<file path="config.mk">
export PLATFORM = sky130hd
export DESIGN_NAME = fighter_kinematics
export DESIGN_NICKNAME = d
export VERILOG_FILES = /design/src/rtl/fighter_pkg.sv /design/src/rtl/fighter_vert_fsm.sv /design/src/rtl/fighter_kinematics.sv
export SDC_FILE = /design/constraint.sdc
export NUM_CORES = 1
export LEC_CHECK = 0
export ABC_CLOCK_PERIOD_IN_PS = 12700
export CAP_MARGIN = 20
export CORE_UTILIZATION = 54
export DETAILED_ROUTE_END_ITERATION = 10
export PLACE_DENSITY = 0.79
export SKIP_LAST_GASP = 1
export SLEW_MARGIN = 20
export SYNTH_ARGS = -nofsm -noshare
export SYNTH_HDL_FRONTEND = slang
export SYNTH_SLANG_ARGS = --single-unit
</file>
<file path="constraint.sdc">
create_clock -name CLK_20Hz -period 12.7 [get_ports CLK_20Hz]
set_clock_uncertainty 0.05 [all_clocks]
set_input_delay 2.54 -clock CLK_20Hz [delete_from_list [all_inputs] [get_ports CLK_20Hz]]
set_output_delay 2.54 -clock CLK_20Hz [all_outputs]
set_load 0.01 [all_outputs]
</file>
<file path="src/rtl/fighter_pkg.sv">
// Shared constants and state encodings for the fighter kinematics slice.
package fighter_pkg;

  typedef enum logic [1:0] {
    ST_GROUND = 2'b00,
    ST_AIR    = 2'b01,
    ST_LAND   = 2'b10
  } state_t;

  localparam int X_MIN       = 15;
  localparam int X_MAX       = 75;
  localparam int FLOOR_Y     = 48;
  localparam int CEIL_Y      = 15;
  localparam int KNOCK_TICKS = 3;

endpackage

</file>
<file path="src/rtl/fighter_vert_fsm.sv">
// Vertical motion FSM: jump launch, gravity with fall cap, ceiling bump and landing lag.
module fighter_vert_fsm #(
  parameter int Y_W        = 7,
  parameter int FLOOR_Y    = fighter_pkg::FLOOR_Y,
  parameter int CEIL_Y     = fighter_pkg::CEIL_Y,
  parameter int JUMP_VEL   = 7,
  parameter int GRAVITY    = 1,
  parameter int VMAX_FALL  = 7,
  parameter int LAND_TICKS = 2
) (
  input  logic                  CLK_20Hz,
  input  logic                  reset,
  input  logic                  jump_req,
  output logic [Y_W-1:0]        pos_y,
  output logic signed [Y_W:0]   vel_y,
  output logic                  airborne,
  output logic [1:0]            state
);
  import fighter_pkg::*;

  localparam int YC = Y_W + 2;
  localparam logic signed [YC-1:0] FLOOR_S = YC'(FLOOR_Y);
  localparam logic signed [YC-1:0] CEIL_S  = YC'(CEIL_Y);
  localparam logic signed [YC-1:0] JUMP_S  = YC'(JUMP_VEL);
  localparam logic signed [YC-1:0] GRAV_S  = YC'(GRAVITY);
  localparam logic signed [YC-1:0] VMAX_S  = YC'(VMAX_FALL);

  state_t                 st, st_n;
  logic [3:0]             cnt, cnt_n;
  logic [Y_W-1:0]         py_n;
  logic signed [Y_W:0]    vy_n;
  logic signed [YC-1:0]   y_cur, v_cur, v_sum, v_lim, y_sum, y_jump;

  always_ff @(posedge CLK_20Hz) begin
    if (reset) begin
      st       <= ST_GROUND;
      pos_y    <= Y_W'(FLOOR_Y);
      vel_y    <= '0;
      cnt      <= '0;
      airborne <= 1'b0;
    end else begin
      st       <= st_n;
      pos_y    <= py_n;
      vel_y    <= vy_n;
      cnt      <= cnt_n;
      airborne <= (st_n == ST_AIR);
    end
  end

  assign state = st;

  always_comb begin
    st_n   = st;
    py_n   = pos_y;
    vy_n   = vel_y;
    cnt_n  = cnt;
    y_cur  = $signed({2'b00, pos_y});
    v_cur  = {vel_y[Y_W], vel_y};
    v_sum  = v_cur + GRAV_S;
    v_lim  = (v_sum > VMAX_S) ? VMAX_S : v_sum;
    y_sum  = y_cur + v_lim;
    y_jump = y_cur - JUMP_S;
    case (st)
      ST_GROUND: begin
        if (jump_req) begin
          st_n = ST_AIR;
          vy_n = (Y_W+1)'(-JUMP_S);
          py_n = Y_W'(y_jump);
        end
      end
      ST_AIR: begin
        // floor test takes priority so a fast fall never reports a head bump
        if (y_sum >= FLOOR_S) begin
          st_n  = ST_LAND;
          py_n  = Y_W'(FLOOR_Y);
          vy_n  = '0;
          cnt_n = 4'(LAND_TICKS - 1);
        end else if (y_sum <= CEIL_S) begin
          py_n = Y_W'(CEIL_Y);
          vy_n = '0;
        end else begin
          py_n = Y_W'(y_sum);
          vy_n = (Y_W+1)'(v_lim);
        end
      end
      ST_LAND: begin
        if (cnt == '0) st_n = ST_GROUND;
        else           cnt_n = cnt - 4'd1;
      end
      default: st_n = ST_GROUND;
    endcase
  end

endmodule

</file>
<file path="src/rtl/fighter_kinematics.sv">
// Per-fighter position integrator: saturating walk with collision blocking plus vertical FSM.
// Optional knockback enabled by defining FIGHTER_KNOCKBACK_EN.
module fighter_kinematics #(
  parameter int X_W        = 7,
  parameter int Y_W        = 7,
  parameter int SPAWN_X    = 15,
  parameter int X_MIN      = fighter_pkg::X_MIN,
  parameter int X_MAX      = fighter_pkg::X_MAX,
  parameter int FLOOR_Y    = fighter_pkg::FLOOR_Y,
  parameter int CEIL_Y     = fighter_pkg::CEIL_Y,
  parameter int WALK_STEP  = 2,
  parameter int JUMP_VEL   = 7,
  parameter int GRAVITY    = 1,
  parameter int VMAX_FALL  = 7,
  parameter int LAND_TICKS = 2
) (
  input  logic                CLK_20Hz,
  input  logic                reset,
  input  logic                move_left,
  input  logic                move_right,
  input  logic                jump_req,
  input  logic                blocked_left,
  input  logic                blocked_right,
  input  logic                knock_req,
  input  logic                knock_dir,
  output logic [X_W-1:0]      pos_x,
  output logic [Y_W-1:0]      pos_y,
  output logic signed [Y_W:0] vel_y,
  output logic                airborne,
  output logic [1:0]          state
);
  import fighter_pkg::*;

  localparam int XC = X_W + 2;
  localparam logic signed [XC-1:0] XMIN_S = XC'(X_MIN);
  localparam logic signed [XC-1:0] XMAX_S = XC'(X_MAX);
  localparam logic signed [XC-1:0] WALK_S = XC'(WALK_STEP);

  logic signed [XC-1:0] walk_step, step, x_sum, x_sat;

`ifdef FIGHTER_KNOCKBACK_EN
  localparam logic signed [XC-1:0] KNOCK_S = XC'(3 * WALK_STEP);
  logic [1:0] knock_cnt;
  logic       knock_dir_r;

  always_ff @(posedge CLK_20Hz) begin
    if (reset) begin
      knock_cnt   <= '0;
      knock_dir_r <= 1'b0;
    end else if (knock_req) begin
      knock_cnt   <= 2'(KNOCK_TICKS);
      knock_dir_r <= knock_dir;
    end else if (knock_cnt != '0) begin
      knock_cnt   <= knock_cnt - 2'd1;
    end
  end
`else
  logic unused_knock;
  assign unused_knock = knock_req ^ knock_dir;
`endif

  always_comb begin
    walk_step = '0;
    if (move_left && !move_right)      walk_step = -WALK_S;
    else if (move_right && !move_left) walk_step = WALK_S;
    step = walk_step;
`ifdef FIGHTER_KNOCKBACK_EN
    if (knock_cnt != '0) step = knock_dir_r ? KNOCK_S : -KNOCK_S;
`endif
    if (step[XC-1] && blocked_left)               step = '0;
    if (!step[XC-1] && step != '0 && blocked_right) step = '0;
    x_sum = $signed({2'b00, pos_x}) + step;
    x_sat = x_sum;
    if (x_sum < XMIN_S)      x_sat = XMIN_S;
    else if (x_sum > XMAX_S) x_sat = XMAX_S;
  end

  always_ff @(posedge CLK_20Hz) begin
    if (reset) pos_x <= X_W'(SPAWN_X);
    else       pos_x <= X_W'(x_sat);
  end

  fighter_vert_fsm #(
    .Y_W       (Y_W),
    .FLOOR_Y   (FLOOR_Y),
    .CEIL_Y    (CEIL_Y),
    .JUMP_VEL  (JUMP_VEL),
    .GRAVITY   (GRAVITY),
    .VMAX_FALL (VMAX_FALL),
    .LAND_TICKS(LAND_TICKS)
  ) u_vert (
    .CLK_20Hz (CLK_20Hz),
    .reset    (reset),
    .jump_req (jump_req),
    .pos_y    (pos_y),
    .vel_y    (vel_y),
    .airborne (airborne),
    .state    (state)
  );

endmodule

</file>
==> results of run 1 <==
[how the worst max path moves through the flow]
stage,end
after floorplan,pos_x[4]
after global placement,pos_x[5]
after detailed placement,pos_x[4]
after CTS,pos_x[4]
after global routing,pos_x[5]
final,pos_x[4]
[registers in the layout (all words and copies together), names as in the netlist]
signal / count
pos_x: 6
u_vert.airborne: 1
u_vert.cnt: 4
u_vert.pos_y: 7
u_vert.state: 2
u_vert.vel_y: 8
[final cells by class]
type / count / area share [%]
Sequential cell: 28 / 19.6
Clock buffer: 3 / 1.44
Tap cell: 52 / 2.27
Clock inverter: 1 / 1.05
Timing Repair Buffer: 31 / 10.7
Inverter: 18 / 2.36
Multi-Input combinational cell: 261 / 62.6
[cell usage after synthesis, types with 7 or more instances]
library cell	number	area (sq um)
a21o_1	8	60.1
a21oi_1	32	160
dfxtp_1	28	561
ha_1	22	275
inv_1	18	67.6
nand2_1	23	86.3
nand2b_1	10	62.6
nand3_1	9	45.0
nor2_1	29	109
nor3_1	15	75.1
o21ai_0	17	85.1
xnor2_1	7	61.3
[per-stage QoR]
step / cell area, sq um / power, mW / hold slack, ns
after floorplan: 2480 / 0.339 / 0.408
after global placement: 2790 / 0.409 / 0.422
after detailed placement: 2790 / 0.415 / 0.436
after CTS: 2870 / 0.488 / 0.453
after global routing: 2870 / 0.528 / 0.499
final: 2870 / 0.488 / 0.446
[worst max-delay path, stage by stage]
cell	delay [ns]
clkdlybuf4s50_1	0.41
nor3b_1	0.14
buf_4	0.17
a21o_1	0.16
ha_1	0.20
fa_1	0.41
a21o_1	0.19
a21oi_1	0.19
xnor2_1	0.10
or2_2	0.33
a21oi_1	0.13
mux2i_1	0.09
nor3_1	0.36
and2_1	0.18
[logic make-up (layout without fill, tap and decap cells)]
kind of cell             Yosys count  in the layout
AND/OR/NAND/NOR                  119            119
XOR/XNOR                          13             13
AO/OA/AOI/OAI                     98             98
multiplexers                       4              4
other                              1              1
adder cells (fa/ha/maj)           26             26
buffers and inverters             30             53
flip-flops                        28             28
[where the power goes]
part	internal [mW]	switching, mW
sequential	0.106	0.0288
clock	0.0422	0.0293
combinational	0.128	0.154
[layer usage]
layer | share of wire (%) | global-route usage, % | vias to the layer above
met2 | 48 | 40.7 | 60
met5 | 0 | 0 | -
met4 | 1.2 | 4.44 | 0
li1 | - | - | 1199
met1 | 46 | 31.3 | 1061
met3 | 4.9 | 2.47 | 8
==> reports/qor.csv, run 1 <==
stage;metric;value;unit
timing;RSZ-0062 raised after global routing;no;
routing;first-pass iteration count of the detailed router;4;
hold_path;HP Start;u_vert.cnt[3];
finish;area occupied by multi-input gates;1790;sq um
cts;post-CTS sizing;0;
routing;vias per cell;5.91;
cts;Reg clk slew, reported paths;0.11;ns
pwr;maximum vdd drop;0.0000923;V
finish;most common library cell in the layout ignoring fill and taps;a21oi_1;
cts;Sink Count;28;
finish;FF/Latch Area;561;sq um
timing;Hold Fails Final Rpt;0;
cts;clock latency at the later pin of the worst-skew pair;0.28;ns
timing;Max Slew Vio Count;0;
synthesis;register area share after synthesis;22.6;%
synthesis;synthesized netlist cell count;319;
synthesis;syn nets;352;
placement;post-detail-place hpwl;4100;um
timing;Achievable Freq;184;MHz
synthesis;post-synthesis mux area share;2.17;%
synthesis;Synth Area in Compound Gates;26.2;%
cts;cts bufs inserted;3;
routing;Post-DRT Antenna Nets;0;
synthesis;Synth Area in Simple Gates;25.8;%
pwr;pwr/cell area;170;nW/um^2
routing;wire length per cell;13.8;um
timing;period utilization;42.9;%
timing;measured slew at the worst slew-check pin;0.805;ns
synthesis;Synth Cell Area;2480;sq um
finish;Finished Layout Cells;394;
setup_path;WP data required;12.87;ns
timing;Setup Viol. Count Final;0;
timing;final setup margin;7.26;ns
hold_path;worst hold path depth;2;
finish;Layout area overhead;15.7;%
die;site row count;24;
grt;global route total overflow;0;
synthesis;Synth cell types;60;
setup_path;r2r endpoint;u_vert.cnt[2];
finish;Layout Nets;376;
routing;overall routed net length;5450;um
routing;DR vias;2328;
synthesis;XOR/XNOR Fraction of Synth Area;4.60;%
cts;CTS Root Cell;clkbuf_8;
timing;Rel. slew slack;45.9;%
die;die area;4860;sq um
die;Die Wd;69.7;um
placement;worst slack at placement;6.98;ns
grt;initial antenna violation count;0;
setup_path;Worst Setup End Kind;flip-flop;
setup_path;CP Launch Type;input pin;
setup_path;critical path type;input pin to flip-flop;
placement;placed cell count;390;
finish;layout cells sized above 1;5.56;%
finish;Filler cells;403;
die;Die Ht;69.7;um
run;Max Cap Viol;0;
synthesis;average size of a mapped cell;7.77;sq um
synthesis;Adder-Cell Fraction of Synth Area;13.5;%
timing;Sum Neg Setup Slack;0;ns
routing;Initial DRC Count;165;
pwr;Lkg Pwr;1.13;nW
die;I/O pins;34;
routing;DRC;0;
setup_path;worst reg2reg path startpoint;u_vert.vel_y[0];
synthesis;number of synthesized flops with an enable pin;0;
die;Core ar.;4380;sq um
cts;Clock H-tree levels;1;
cts;TritonCTS clock tree;yes;
hold_path;Min-Delay Endpoint;u_vert.cnt[3];
synthesis;Synth Flop Type;dfxtp_1;
grt;vias in the first global route;2148;
synthesis;synth warn;0;
grt;largest net degree at the start of global routing;20;
die;starting density of the core;56.5;%
synthesis;#FFs+latches synth;28;
setup_path;CP max FO;12;
cts;setup bufs post-CTS;0;
setup_path;Worst EP arrival;5.62;ns
cts;deepest clock path buffer count;2;
synthesis;largest family of logic cells by synthesized area;compound AO/OA/AOI/OAI gates;
synthesis;ys async rst share;0;%
finish;most frequent cells in the layout;a21oi_1, clkdlybuf4s50_1, nor2_1;
status;status;finished, final reports clean;
setup_path;crit path from;move_left;
cts;CTS Hold Bufs;0;
placement;RD Place Congestion;0.851;
timing;Tmin final;5.44;ns
grt;first-pass GRT wire length;9470;um
placement;I/O Buffers;30;
setup_path;cells on worst reg2reg path;18;
hold_path;Hold Path Class;flip-flop to flip-flop;
setup_path;reg-to-reg slack, setup;7.71;ns
finish;n_diodes;0;
finish;final design utilization;65.4;%
grt;GRT Util Overall;23.3;%
Power figures use the tool's default switching activity.
==> run 2: changes to the inputs <==
Settings changed: ABC_CLOCK_PERIOD_IN_PS 12700 to 5400.
Clock period 12.7 ns to 5.4 ns, I/O delays scaled along.
==> run 2 against run 1 <==
Effect of this change:
- routed wire length up 6.7%
- clock-buffer cell count unchanged
- combinational power rose by 140%
- final cell count is 0.25% higher
- via count grew 3.7%
- hold slack got worse by 0.00089 ns
- critical endpoint is now u_vert.cnt[2]
==> reports/qor.csv, run 2 (synthesized netlist as in run 1, its figures left out) <==
stage;metric;value;unit;change
finish;Layout Nets;377;;was 376
pwr;Lkg Pwr;1.14;nW;was 1.13 nW
routing;DRC;0;;unchanged
placement;RD Place Congestion;0.861;;was 0.851
routing;Initial DRC Count;213;;was 165
timing;RSZ-0062 raised after global routing;no;;unchanged
cts;deepest clock path buffer count;2;;unchanged
hold_path;worst hold path depth;2;;unchanged
setup_path;CP max FO;13;;was 12
timing;Achievable Freq;202;MHz;
run;Max Cap Viol;0;;unchanged
placement;placed cell count;391;;was 390
cts;clock latency at the later pin of the worst-skew pair;0.28;ns;about the same
timing;period utilization;91.5;%;
grt;largest net degree at the start of global routing;20;;unchanged
setup_path;CP Launch Type;flip-flop;;was input pin
setup_path;Worst Setup End Kind;flip-flop;;unchanged
placement;post-detail-place hpwl;4280;um;was 4100 um
routing;overall routed net length;5820;um;was 5450 um
finish;top flop regs;u_vert.vel_y: 8 flops, u_vert.pos_y: 7 flops, pos_x: 6 flops;;unchanged
finish;final design utilization;65.5;%;was 65.4%
cts;TritonCTS clock tree;yes;;unchanged
pwr;maximum vdd drop;0.000254;V;was 0.0000923 V
hold_path;Hold Path Class;flip-flop to flip-flop;;unchanged
hold_path;Min-Delay Endpoint;u_vert.cnt[3];;unchanged
finish;most common library cell in the layout ignoring fill and taps;a21oi_1;;unchanged
routing;wire length per cell;14.7;um;was 13.8 um
cts;setup bufs post-CTS;0;;unchanged
timing;Rel. slew slack;44.0;%;was 45.9%
routing;vias per cell;6.11;;was 5.91
finish;Layout area overhead;16.0;%;was 15.7%
pwr;clock power share;14.8;%;was 14.7%
cts;Clock H-tree levels;1;;unchanged
finish;Filler cells;388;;was 403
routing;first-pass iteration count of the detailed router;7;;was 4
setup_path;critical path type;flip-flop to flip-flop;;was input pin to flip-flop
timing;Hold Fails Final Rpt;0;;unchanged
setup_path;Worst EP arrival;5.10;ns;was 5.62 ns
grt;vias in the first global route;2173;;was 2148
pwr;Comb power frac;57.8;%;was 57.7%
routing;Post-DRT Antenna Nets;0;;unchanged
pwr;pwr/cell area;404;nW/um^2;was 170 nW/um^2
routing;DR vias;2413;;was 2328
timing;measured slew at the worst slew-check pin;0.834;ns;was 0.805 ns
cts;CTS Root Cell;clkbuf_8;;unchanged
timing;Max Slew Vio Count;0;;unchanged
pwr;Flop pwr share;27.4;%;was 27.6%
timing;Tmin final;4.94;ns;
status;status;finished, final reports clean;;unchanged
die;Die Wd;69.7;um;unchanged
finish;Finished Layout Cells;395;;was 394
setup_path;cells on worst reg2reg path;18;;unchanged
finish;most frequent cells in the layout;a21oi_1, clkdlybuf4s50_1, nor2_1;;unchanged
cts;CTS Hold Bufs;0;;unchanged
placement;DP Area;2800;sq um;was 2790 sq um
cts;cts bufs inserted;3;;unchanged
die;Die Ht;69.7;um;unchanged
finish;layout cells sized above 1;5.83;%;was 5.56%
placement;worst slack at placement;0.625;ns;was 6.98 ns
finish;n_diodes;0;;unchanged
finish;Final Instance Area;2870;sq um;about the same
finish;max reg flops;8;;unchanged
finish;most flop-heavy register;u_vert.vel_y;;unchanged
cts;Sink Count;28;;unchanged
grt;first-pass GRT wire length;9650;um;was 9470 um
pwr;internal power;652;uW;was 276 uW
pwr;switch share;43.9;%;was 43.4%
placement;I/O Buffers;30;;unchanged
grt;global route total overflow;0;;unchanged
pwr;Power Total;1.16;mW;was 488 uW
die;starting density of the core;56.5;%;unchanged
die;I/O pins;34;;unchanged
timing;final setup margin;0.461;ns;was 7.26 ns
setup_path;r2r endpoint;u_vert.cnt[2];;unchanged
cts;post-CTS sizing;0;;unchanged
setup_path;reg-to-reg slack, setup;0.46;ns;was 7.71 ns
grt;initial antenna violation count;0;;unchanged
grt;GRT Util Overall;24.0;%;was 23.3%
cts;Reg clk slew, reported paths;0.11;ns;about the same
timing;worst hold margin;0.445;ns;was 0.446 ns
die;Core ar.;4380;sq um;unchanged
hold_path;HP Start;u_vert.cnt[3];;unchanged
timing;Sum Neg Setup Slack;0;ns;unchanged
timing;Setup Viol. Count Final;0;;unchanged
setup_path;worst reg2reg path startpoint;u_vert.vel_y[0];;unchanged
pwr;Sw Pwr;509;uW;was 212 uW
die;site row count;24;;unchanged
setup_path;WP data required;5.56;ns;was 12.87 ns
die;die area;4860;sq um;unchanged
-- run 2: cell type report --
class                      instances  area, sq um  share of cell area, %
tap                               52         65.1                   2.26
clock inverter                     1         30.0                   1.05
sequential                        28          561                   19.5
clock buffer                       3         41.3                   1.44
multi-input combinational        261         1790                   62.4
inverter                          18         67.6                   2.35
timing repair buffer              32          315                   11.0
-- run 2: routing by layer --
layer / routed length, um / vias up / global-route usage, %
met4: 104 / 0 / 8.89
li1: - / 1198 / -
met3: 314 / 13 / 2.47
met2: 2760 / 94 / 41.1
met1: 2640 / 1108 / 31.3
met5: 0 / - / 0
-- run 2: worst max path at each step --
stage	end	slack, ns	cells past startpoint	from
6_report	u_vert.cnt[2]	0.46	18	u_vert.vel_y[0]
5_1_grt	u_vert.cnt[2]	0.06	18	u_vert.vel_y[0]
4_1_cts	u_vert.cnt[2]	0.49	18	u_vert.vel_y[0]
3_5_place_dp	u_vert.cnt[2]	0.62	18	u_vert.vel_y[0]
3_3_place_gp	u_vert.cnt[2]	0.69	18	u_vert.vel_y[0]
2_1_floorplan	u_vert.cnt[1]	1.17	19	u_vert.vel_y[0]
-- run 2: power by group through the flow --
stage | registers (mW) | clock network, mW | logic, mW
after global routing | 0.327 | 0.182 | 0.741
after CTS | 0.316 | 0.173 | 0.668
after detailed placement | 0.320 | 0 | 0.662
after floorplan | 0.311 | 0 | 0.485
after global placement | 0.320 | 0 | 0.645
final | 0.318 | 0.172 | 0.671
-- run 2: worst max-delay path, cell delays in order (launching register included) --
cell and delay (ns):
dfxtp_1 0.46, inv_1 0.12, ha_1 0.35, o41ai_1 0.41
a21oi_1 0.11, o22ai_1 0.22, a21oi_1 0.12, inv_1 0.07
ha_1 0.21, inv_1 0.07, fa_1 0.39, nand2b_1 0.17
a21oi_2 0.36, o211a_1 0.28, nor4b_4 0.07, o41ai_4 0.46
a21oi_2 0.24, or4_1 0.55, a21oi_1 0.14
==> run 3: changes to the inputs <==
Settings changed: CORE_MARGIN set to 8, MAX_ROUTING_LAYER set to met4.
==> run 3 against run 2 <==
Effect of this change:
- non-clock buffer count is 1 lower
- largest cell class unchanged
- sequential power hardly changed
- total power is 0.24% lower
- maximum frequency is 1.9% higher
- sequential cell count stayed put
- via count is 2.2% lower
- die area is 44% higher
- critical path depth stayed put
- sequential share of layout area is 0.051 points higher
- design area is 0.26% lower
- hold slack better by 0.00071 ns
- highest routed layer unchanged
- setup slack better by 0.094 ns
==> reports/qor.csv, run 3 (synthesized netlist as in run 1, its figures left out) <==
stage;metric;value;unit;change
grt;largest net degree at the start of global routing;20;;unchanged
timing;Rel. slew slack;43.9;%;was 44.0%
placement;DP Area;2790;sq um;was 2800 sq um
setup_path;CP max FO;13;;unchanged
cts;CTS Hold Bufs;0;;unchanged
timing;measured slew at the worst slew-check pin;0.836;ns;was 0.834 ns
timing;Sum Neg Setup Slack;0;ns;unchanged
die;site row count;24;;unchanged
cts;post-CTS sizing;0;;unchanged
setup_path;Critical-path top delay cell;or4_1;;unchanged
setup_path;CP Launch Type;flip-flop;;unchanged
setup_path;critical path cell sequence;inv_1 > ha_1 > o41ai_1 > a21oi_1 > o22ai_1 > a21oi_1 > inv_1 > ha_1 > inv_1 > fa_1 > nand2b_1 > a21oi_2 > o211a_1 > nor4b_4 > o41ai_4 > a21oi_2 > or4_1 > a21oi_1;;unchanged
grt;vias in the first global route;2192;;was 2173
grt;global route total overflow;0;;unchanged
cts;TritonCTS clock tree;yes;;unchanged
finish;most frequent cells in the layout;a21oi_1, clkdlybuf4s50_1, nor2_1;;unchanged
finish;Layout area overhead;15.7;%;was 16.0%
pwr;maximum vdd drop;0.000219;V;was 0.000254 V
die;Die Ht;83.7;um;was 69.7 um
timing;final setup margin;0.555;ns;was 0.461 ns
die;Core ar.;4380;sq um;unchanged
pwr;internal power;650;uW;was 652 uW
cts;CTS Root Cell;clkbuf_8;;unchanged
run;Max Cap Viol;0;;unchanged
status;status;finished, final reports clean;;unchanged
finish;Layout Nets;376;;was 377
finish;layout cells sized above 1;5.56;%;was 5.83%
pwr;Comb power frac;57.9;%;was 57.8%
finish;Final Instance Area;2870;sq um;about the same
routing;vias per cell;5.99;;was 6.11
pwr;clock power share;14.8;%;about the same
setup_path;WP data required;5.56;ns;about the same
cts;deepest clock path buffer count;2;;unchanged
timing;RSZ-0062 raised after global routing;no;;unchanged
placement;RD Place Congestion;0.883;;was 0.861
cts;clock latency at the later pin of the worst-skew pair;0.28;ns;about the same
routing;wire length per cell;15.2;um;was 14.7 um
grt;GRT Util Overall;16.9;%;was 24.0%
die;die area;7010;sq um;was 4860 sq um
finish;top flop regs;u_vert.vel_y: 8 flops, u_vert.pos_y: 7 flops, pos_x: 6 flops;;unchanged
timing;Max Slew Vio Count;0;;unchanged
pwr;Lkg Pwr;1.13;nW;was 1.14 nW
placement;post-detail-place hpwl;4580;um;was 4280 um
routing;Initial DRC Count;158;;was 213
timing;Achievable Freq;206;MHz;was 202 MHz
grt;initial antenna violation count;0;;unchanged
die;Die Wd;83.7;um;was 69.7 um
routing;DRC;0;;unchanged
timing;Setup Viol. Count Final;0;;unchanged
hold_path;Hold Path Class;flip-flop to flip-flop;;unchanged
die;I/O pins;34;;unchanged
setup_path;critical path type;flip-flop to flip-flop;;unchanged
routing;Post-DRT Antenna Nets;0;;unchanged
setup_path;Worst Setup End Kind;flip-flop;;unchanged
timing;Tmin final;4.85;ns;was 4.94 ns
cts;Reg clk slew, reported paths;0.10;ns;was 0.11 ns
cts;cts bufs inserted;3;;unchanged
die;starting density of the core;56.5;%;unchanged
setup_path;max incr delay on CP;0.55;ns;about the same
pwr;Power Total;1.16;mW;about the same
routing;overall routed net length;5980;um;was 5820 um
timing;Hold Fails Final Rpt;0;;unchanged
placement;worst slack at placement;0.600;ns;was 0.625 ns
grt;first-pass GRT wire length;10100;um;was 9650 um
routing;first-pass iteration count of the detailed router;4;;was 7
finish;most common library cell in the layout ignoring fill and taps;a21oi_1;;unchanged
cts;Sink Count;28;;unchanged
pwr;pwr/cell area;404;nW/um^2;about the same
cts;Clock H-tree levels;1;;unchanged
timing;period utilization;89.7;%;was 91.5%
pwr;switch share;43.9;%;about the same
finish;n_diodes;0;;unchanged
cts;setup bufs post-CTS;0;;unchanged
finish;most flop-heavy register;u_vert.vel_y;;unchanged
routing;DR vias;2359;;was 2413
finish;max reg flops;8;;unchanged
placement;I/O Buffers;30;;unchanged
pwr;Flop pwr share;27.3;%;was 27.4%
setup_path;Worst EP arrival;5.00;ns;was 5.10 ns
pwr;Sw Pwr;508;uW;was 509 uW
## run 3: cell count changes in the layout (fill, tap and decap cells not counted), sizes merged
| cell | change |
|---|---|
| buf | -1 |
## run 3: path summary, 6_finish.rpt
path | start | end | slack [ns] | depth (start not counted)
worst min-delay path | u_vert.cnt[3] | u_vert.cnt[3] | 0.45 | 2
worst max register to register | u_vert.vel_y[0] | u_vert.cnt[2] | 0.55 | 18
worst max-delay path | u_vert.vel_y[0] | u_vert.cnt[2] | 0.55 | 18
worst min register to register | u_vert.cnt[3] | u_vert.cnt[3] | 0.45 | 2
## run 3: cell type report
type | instances | area, sq um
multi-input combinational | 261 | 1790
fill | 395 | 1520
sequential | 28 | 561
timing repair buffer | 31 | 308
inverter | 18 | 67.6
tap | 52 | 65.1
clock buffer | 3 | 41.3
clock inverter | 1 | 30.0
## run 3: metal layers
metal / vias to the layer above / GRT usage (%) / wire length (um)
met5: - / - / 0
met3: 8 / 2.83 / 268
li1: 1193 / - / -
met1: 1106 / 20.1 / 2790
met2: 52 / 28.8 / 2850
met4: 0 / 4.08 / 67
## run 3: per-stage QoR
step | hold slack [ns] | cells | utilization [%]
2_1_floorplan | 0.408 | 319 | -
3_3_place_gp | 0.425 | 390 | 63.7
3_5_place_dp | 0.433 | 390 | 63.7
4_1_cts | 0.452 | 394 | 65.4
5_1_grt | 0.476 | 394 | 65.4
6_report | 0.446 | 394 | 65.4
## run 3: power by group through the flow
stage	registers, mW	clock network, mW	logic (mW)
6_report	0.316	0.171	0.670
5_1_grt	0.326	0.181	0.746
4_1_cts	0.315	0.173	0.669
3_5_place_dp	0.320	0	0.664
3_3_place_gp	0.320	0	0.645
2_1_floorplan	0.311	0	0.485
## run 3: critical path: cells and delay by family (launching register included)
family                     cells  cell delay [ns]
DFF                            1             0.44
AOI/OAI and AO/OA              9             2.29
and+or+nand+nor                3             0.79
adders and majority gates      3             0.94
buffers and inverters          3             0.28
